--- src/rtl/command_issue_queue.sv ---
// command_issue_queue
// Buffers 12-bit ALU commands in a circular queue and issues them one at a
// time to the ALU controller as a held `command` word plus a one-cycle
// `syscall` pulse. Issues are spaced ISSUE_GAP cycles apart so that every
// command is latched while the controller sits in IDLE.
// Optional feature macro: CMD_ISSUE_STATS_EN adds the `issued_count` and
// `stall_seen` statistics outputs.
module command_issue_queue #(
  parameter int DEPTH     = 8,  // power of two, >= 2
  parameter int ISSUE_GAP = 5   // >= 4
) (
  input  logic                     clk,
  input  logic                     rst_n,
  input  logic [11:0]              cmd_in,
  input  logic                     cmd_valid,
  output logic                     cmd_ready,
  input  logic                     halt,
  output logic [11:0]              command,
  output logic                     syscall,
  output logic [$clog2(DEPTH):0]   count,
  output logic                     busy
`ifdef CMD_ISSUE_STATS_EN
  ,
  output logic [15:0]              issued_count,
  output logic                     stall_seen
`endif
);

  localparam int AW = $clog2(DEPTH);
  localparam int CW = AW + 1;
  localparam int GW = $clog2(ISSUE_GAP);
  localparam logic [GW-1:0] GAP_LOAD = GW'(ISSUE_GAP - 2);

  typedef enum logic [1:0] {
    S_IDLE,
    S_ISSUE,
    S_HOLD
  } state_e;

  state_e          state_q, state_d;
  logic [GW-1:0]   gap_q, gap_d;
  logic [AW-1:0]   wr_ptr_q, wr_ptr_d;
  logic [AW-1:0]   rd_ptr_q, rd_ptr_d;
  logic [CW-1:0]   count_q, count_d;
  logic [11:0]     command_q, command_d;
  logic [11:0]     mem_q [DEPTH];

  logic push;
  logic pop;
  logic can_issue;

  // Handshake and issue qualifiers; cmd_ready depends on occupancy only.
  assign cmd_ready = (count_q != CW'(DEPTH));
  assign push      = cmd_valid && cmd_ready;
  assign can_issue = (count_q != '0) && !halt;

  // Issue FSM: next state, gap counter and pop decision.
  always_comb begin
    // NOTE: every signal driven here gets a default first so no path leaves
    // it unassigned, which would otherwise infer a latch.
    state_d = state_q;
    gap_d   = gap_q;
    pop     = 1'b0;
    unique case (state_q)
      S_IDLE: begin
        if (can_issue) begin
          pop     = 1'b1;
          state_d = S_ISSUE;
        end
      end
      S_ISSUE: begin
        state_d = S_HOLD;
        gap_d   = GAP_LOAD;
      end
      S_HOLD: begin
        if (gap_q == '0) begin
          // halt is only looked at here, so a running gap is never cut short
          if (can_issue) begin
            pop     = 1'b1;
            state_d = S_ISSUE;
          end else begin
            state_d = S_IDLE;
          end
        end else begin
          gap_d = gap_q - GW'(1);
        end
      end
      default: state_d = S_IDLE;
    endcase
  end

  // Pointer, occupancy and command-register updates.
  always_comb begin
    wr_ptr_d  = push ? wr_ptr_q + AW'(1) : wr_ptr_q;
    rd_ptr_d  = pop  ? rd_ptr_q + AW'(1) : rd_ptr_q;
    command_d = pop  ? mem_q[rd_ptr_q]   : command_q;
    count_d   = count_q;
    unique case ({push, pop})
      2'b10:   count_d = count_q + CW'(1);
      2'b01:   count_d = count_q - CW'(1);
      default: count_d = count_q;
    endcase
  end

  // Control state registers with asynchronous reset.
  always_ff @(posedge clk or negedge rst_n) begin
    if (!rst_n) begin
      // NOTE: sequential state uses non-blocking assignments so every flop
      // samples pre-edge values regardless of statement order.
      state_q   <= S_IDLE;
      gap_q     <= '0;
      wr_ptr_q  <= '0;
      rd_ptr_q  <= '0;
      count_q   <= '0;
      command_q <= 12'h000;
    end else begin
      state_q   <= state_d;
      gap_q     <= gap_d;
      wr_ptr_q  <= wr_ptr_d;
      rd_ptr_q  <= rd_ptr_d;
      count_q   <= count_d;
      command_q <= command_d;
    end
  end

  // Queue storage write port.
  always_ff @(posedge clk) begin
    // NOTE: storage is deliberately not reset; the occupancy counter and
    // pointers define which entries are valid, so stale data is never read.
    if (push) begin
      mem_q[wr_ptr_q] <= cmd_in;
    end
  end

  assign syscall = (state_q == S_ISSUE);
  assign busy    = (state_q != S_IDLE);
  assign command = command_q;
  assign count   = count_q;

`ifdef CMD_ISSUE_STATS_EN
  logic [15:0] issued_count_q, issued_count_d;
  logic        stall_seen_q, stall_seen_d;

  // Statistics: issues counted on every pop edge (wraps), sticky stall flag.
  always_comb begin
    issued_count_d = pop ? issued_count_q + 16'd1 : issued_count_q;
    stall_seen_d   = stall_seen_q || (cmd_valid && !cmd_ready);
  end

  // Statistics registers, cleared only by reset.
  always_ff @(posedge clk or negedge rst_n) begin
    if (!rst_n) begin
      issued_count_q <= '0;
      stall_seen_q   <= 1'b0;
    end else begin
      issued_count_q <= issued_count_d;
      stall_seen_q   <= stall_seen_d;
    end
  end

  assign issued_count = issued_count_q;
  assign stall_seen   = stall_seen_q;
`endif

endmodule

--- config.mk ---
export PLATFORM = sky130hd
export DESIGN_NAME = command_issue_queue
export DESIGN_NICKNAME = d
export VERILOG_FILES = /design/src/rtl/command_issue_queue.sv
export SDC_FILE = /design/constraint.sdc
export NUM_CORES = 1
export LEC_CHECK = 0
export ABC_AREA = 1
export CORE_ASPECT_RATIO = 1.25
export CORE_MARGIN = 4
export CORE_UTILIZATION = 47
export CTS_CLUSTER_SIZE = 30
export DETAILED_ROUTE_END_ITERATION = 7
export GPL_ROUTABILITY_DRIVEN = 0
export PLACE_DENSITY_LB_ADDON = 0.05
export SYNTH_ARGS = -nofsm -noshare
export SYNTH_HDL_FRONTEND = slang
export SYNTH_SLANG_ARGS = --single-unit
--- constraint.sdc ---
create_clock -name clk -period 2.7 [get_ports clk]
set_clock_uncertainty 0.15 [all_clocks]
set_input_delay 0.54 -clock clk [delete_from_list [all_inputs] [get_ports clk]]
set_output_delay 0.54 -clock clk [all_outputs]
set_load 0.01 [all_outputs]
Word level (Yosys, flattened, before mapping) --
Memories as Yosys holds them, arrays and structs flattened. A register that Yosys moved wholly into a read port is not among the register bits. Index checks and enable logic that the tools add are counted.
Operators by class: $add $sub $neg 5, eq/ne operators 8, multiplexer cells 12, reductions and logical operators 12
Operators by type and width (count):
- one-hot mux 4 bit (2 select lines) | 1
- adder 3 x 1 -> 3 bit, second input constant | 2
- != test 2 bit, second input constant | 3
- one-hot mux 2 bit (3 select lines) | 1
- one-hot mux 3 bit (2 select lines) | 1
- nonzero test 2 bit | 3
- 2-to-1 mux 1 bit | 5
- adder 4 x 1 -> 4 bit, second input constant | 1
- == test 2 x 1 -> 1 bit, second input constant | 2
- == test 2 bit, second input constant | 2
- 2-to-1 mux 2 bit | 2
- != test 4 bit, second input constant | 1
- AND reduction 2 bit | 2
- nonzero test 4 bit | 1
- subtractor 4 x 1 -> 4 bit, second input constant | 1
- logical NOT 3 bit | 1
- 2-to-1 mux 3 bit | 1
- subtractor 3 x 1 -> 3 bit, second input constant | 1
- logical AND 1 bit | 2
- logical NOT 1 bit | 2
- logical NOT 2 bit | 1
- one-hot mux 1 bit (2 select lines) | 1
Word-level totals: register bits 15, memory bits (writable) 96, input port bits 16, output and inout port bits 19, logic and storage cells 43, memories 1
Memories:
- mem_q | depth 8, bits a word 12, rd ports 1, clocked after memory_dff 1, write ports 1, RTL line 46 | logic [11:0] mem_q [DEPTH];

Depth between registers and ports, before layout --
word-level depth 7, depth in mapped cells 16, mapped depth without buffers 15

Worst setup path before layout --
No wires, ideal clock.
path kind reg2reg, start point register gap_q[0], end point register count_q[3] (netlist: count[3]), setup time 0.116 ns, data arrival time 2.021 ns, required time 2.434 ns, setup slack 0.413 ns, cell stages (with the launch flop) 15, path buffers 1, clock period less this slack 2.287 ns, path through dfrtp_1 -> inv_1 -> ha_1 -> nand2_1 -> nand2_1 -> nand2_2 -> nor2_8 -> buf_6 -> ha_1 -> ha_1 -> or2_2 -> nand3_1 -> nand2_1 -> nand2_1 -> nand2_1
Between the ends: cells in the longest elaborated chain, start to end 5, elaborated cells on any way between the ends 7, those cells by class eq/ne: 2; mux: 3; reduce/logical: 2
RTL lines:
- start, declared | RTL line 41 | logic [GW-1:0] gap_q, gap_d;
- start signal, assigned | RTL line 118 | gap_q <= gap_d;
- logical NOT 3 bit * | RTL line 76 | if (gap_q == '0) begin
- 2-to-1 mux 1 bit * | RTL line 76
- one-hot mux 1 bit (2 select lines) * | RTL line 64 | unique case (state_q)
- via pop | RTL line 49 | logic pop;
- == test 2 x 1 -> 1 bit or == test 2 bit (tied branches) | RTL line 98 | unique case ({push, pop})
- one-hot mux 4 bit (2 select lines) or nonzero test 2 bit (tied branches)
- end signal, assigned | RTL line 121 | count_q <= count_d;
- end, declared | RTL line 44 | logic [CW-1:0] count_q, count_d;
The timed path passes the listed nets; every way through them passes the cells marked *. A chain may end at the register's enable or synchronous reset.

Final worst setup path --
start point register count_q[0] (netlist: count[0]), end point output port cmd_ready
Between the ends: cells in the longest elaborated chain, start to end 1
RTL lines:
- != test 4 bit | RTL line 53 | assign cmd_ready = (count_q != CW'(DEPTH));
- end, declared | RTL line 16 | output logic cmd_ready,
No other way between the ends.

==> key figures <==
CTS
  – Clock sink count: 123
  – Hold-fix buffers, CTS: 0
  – Cts bufs inserted: 17
  – Setup Fix Bufs, Post-CTS: 0
  – Post-CTS sizing: 0
  – Root buffer cell: clkbuf_16
  – Clock slew at reported path FFs: about 0.06 ns
  – CTS Buffer Depth: 2
  – H-Tree Depth: 4
  – Clk Latency, worst-skew pair: 0.41 ns
  – CTS tree: built

Synthesis
  – Sequential area share after synthesis: 0.6583
  – Gate Count Post-Synth: 532
  – Predominant post-synthesis flop cell: edfxtp_1
  – EDFF count, synth: 96
  – Yosys warns: 0
  – Synth Net Count: approximately 560
  – Area of the mapped netlist: between 5000 and 6000 um^2
  – Asr flop ratio synth: 0.2195
  – Synth cell types: 23
  – FF+latch count, synth: between 100 and 150
  – Syn avg cell area: between 10 and 15 um^2

Placed design
  – PortBufs: 34
  – Post-DP HPWL: 6997 um
  – Placed insts: a little over 700
  – Dpl cell area: slightly below 6000 um^2

Critical path
  – CP Class: register to output port
  – Critical Path Sink: cmd_ready
  – R2r endpoint: count[3]$_DFFE_PN0P_
  – Crit path DAT: about 1.6 ns
  – Critical Path RT: around 2.0 ns
  – Worst setup path start: count[0]$_DFFE_PN0P_
  – CP Capture Type: output port
  – Crit path cell chain: nor2_2, nand3_1, clkdlybuf4s50_1
  – R2R Setup Slk: 0.44 ns
  – Max FO, Critical Path: 5
  – Startpoint Class: register
  – FF-to-FF path depth: 13
  – CP max stage delay: approximately 0.50 ns
  – Critical Path Slowest Stage Cell: clkdlybuf4s50_1
  – Worst r2r src: gap_q[0]$_DFFE_PN0P_

Layout
  – Area Overhead vs Synth: 21.18%
  – Fin cells: 736
  – # fillers: around 950
  – Finished Cell Area: 6550 um^2
  – Layout cell share with drive strength beyond 1: 0.1015
  – Number of antenna repair diodes: 0
  – Final #Nets: 612

Worst hold path
  – Hold WC Path Type: register to register

Floorplan
  – Die width: 103.9 um
  – Core box area: roughly 11000 um^2
  – Die ar.: 13290 um^2
  – Rows: 43
  – Io pins: 35
  – Starting Density: 0.4830
  – Die height: 127.9 um

Pwr
  – Max IR drop VDD: 0.4935 mV
  – Power Density: 1134 nW/um^2
  – Leak pwr: approximately 3.0 nW
  – Total power: approximately 7.4 mW

Run
  – Max-cap viol count: 0

Detailed routing
  – DR pass1 iterations: 4
  – DR vias/cell: just under 5
  – Final WL: 11520 um
  – DRC viols: 0
  – WL/cell: 15.65 um
  – Antenna viol nets, final: 0
  – Initial DRC Count: about 210
  – Via count of the routed design: around 3600

STA
  – Count of pins over their slew limit: 0
  – Worst Max-Slew Pin Slew: between 0.6 and 0.7 ns
  – Max Fclk: 435.4 MHz
  – Worst slew margin: 0.5811
  – Setup violations, final: 0
  – Final Hold Fails: 0
  – RSZ-0062 raised after global routing: false
  – Setup TNS: 0 ns
  – Final worst-path cycle share: 0.8506
  – Minimum clock period: between 2 and 2.5 ns

GRT
  – Pin count of the biggest net entering global routing: 51
  – GRT Total Usage: 0.1888
  – GR Overflow Total: 0
  – Vias in the first global route: 3686
  – Initial antenna violation count: 0
  – First-pass GRT wire length: approximately 19000 um

Outcome
  – Status: completed
## layout by cell type, fill, tap and decap left out
cell and count:
a22oi_1 1, buf_12 1, buf_4 22, bufinv_16 3, clkbuf_1 3, clkbuf_16 17, clkbuf_8 1, clkdlybuf4s50_1 34
clkinv_1 1, clkinv_2 1, clkinv_4 1, clkinvlp_4 5, dfrtp_1 27, edfxtp_1 96, fa_1 1, ha_1 7
inv_1 89, inv_2 4, nand2_1 180, nand2_2 1, nand3_1 78, nor2_1 14, nor2_2 1, nor2_4 1
nor2_8 1, o21ai_0 5, or2_2 1, or2_4 1, xnor2_1 1, xor2_1 3
## cells by family (layout without fill, tap and decap cells)
group,count (synthesis),in the layout,share of synthesized area
DFF,123,123,0.6583
and+or+nand+nor,278,278,0.2178
xor gates and xnor gates,4,4,0.006483
AOI/OAI and AO/OA,6,6,0.006018
adders and majority gates,8,8,0.01991
buffers and inverters,113,182,0.09143
## worst max-delay path: cells and delay by family (launching register included)
kind          cells  cell delay (ns)
buf+inv           1             0.50
flops             1             0.44
simple gates      2             0.25
## flip-flops by register name, summed over array words and instances (netlist names)
signal and cells:
count 4, gap_q 3, command 12, rd_ptr_q 3, state_q 2, wr_ptr_q 3
mem_q 96
## where the power goes
group          total (mW)  switching, mW  internal (mW)  leakage [nW]
sequential           2.66          0.190           2.47          1.20
clock                2.26          0.794           1.47         0.273
combinational        2.50           1.56          0.943          1.49
total                7.42           2.54           4.88          2.96
## stage by stage
stage / utilization / hold WS (ns) / worst slack, ns
finish: 0.5853 / 0.3283 / 0.4034
global route: 0.5853 / 0.3642 / 0.2261
CTS: 0.5853 / 0.3333 / 0.3840
detailed placement: 0.5321 / 0.3199 / 0.1262
global placement: 0.5321 / 0.3161 / 0.1523
floorplan: - / 0.09441 / 0.4131
## area by class of cell
| cell class | count | area (um^2) | area share |
|---|---|---|---|
| Sequential cell | 123 | 3558 | 0.5433 |
| Multi-Input combinational cell | 296 | 1353 | 0.2065 |
| Timing Repair Buffer | 57 | 525.5 | 0.08023 |
| Clock buffer | 21 | 450.4 | 0.06877 |
| Inverter | 93 | 349.1 | 0.05330 |
| Tap cell | 135 | 168.9 | 0.02579 |
| Clock inverter | 11 | 145.1 | 0.02216 |
## cells in the mapped netlist, types with 3 or more instances
cell	number	share of area
buf_2	11	0.010
edfxtp_1	96	0.53
dfrtp_1	27	0.13
inv_1	89	0.062
ha_1	7	0.016
inv_2	4	0.0028
nand2_1	180	0.13
nor2_1	14	0.0097
buf_6	7	0.015
o21ai_0	5	0.0046
nand3_1	78	0.072
xor2_1	3	0.0049
## layer usage
| layer | part of all wire | up-vias | routed length (um) | global-route usage |
|---|---|---|---|---|
| li1 | - | 1810 | - | - |
| met1 | 0.44 | 1713 | 5047 | 0.2310 |
| met2 | 0.51 | 79 | 5919 | 0.3211 |
| met3 | 0.041 | 7 | 472 | 0.04937 |
| met4 | 0.0073 | 0 | 84 | 0.07590 |
| met5 | 0 | - | 0 | 0 |
## worst min path at each step
stage,start,endpoint,slack (ns),cells after the start
after floorplan,rst_n,command[0]$_DFFE_PN0P_,0.09,0
after global placement,command[0]$_DFFE_PN0P_,command[0]$_DFFE_PN0P_,0.32,2
after detailed placement,command[9]$_DFFE_PN0P_,command[9]$_DFFE_PN0P_,0.32,2
after CTS,command[0]$_DFFE_PN0P_,command[0]$_DFFE_PN0P_,0.33,2
after global routing,command[4]$_DFFE_PN0P_,command[4]$_DFFE_PN0P_,0.36,2
final,command[8]$_DFFE_PN0P_,command[8]$_DFFE_PN0P_,0.33,2
(Power assumes the default switching activity.)
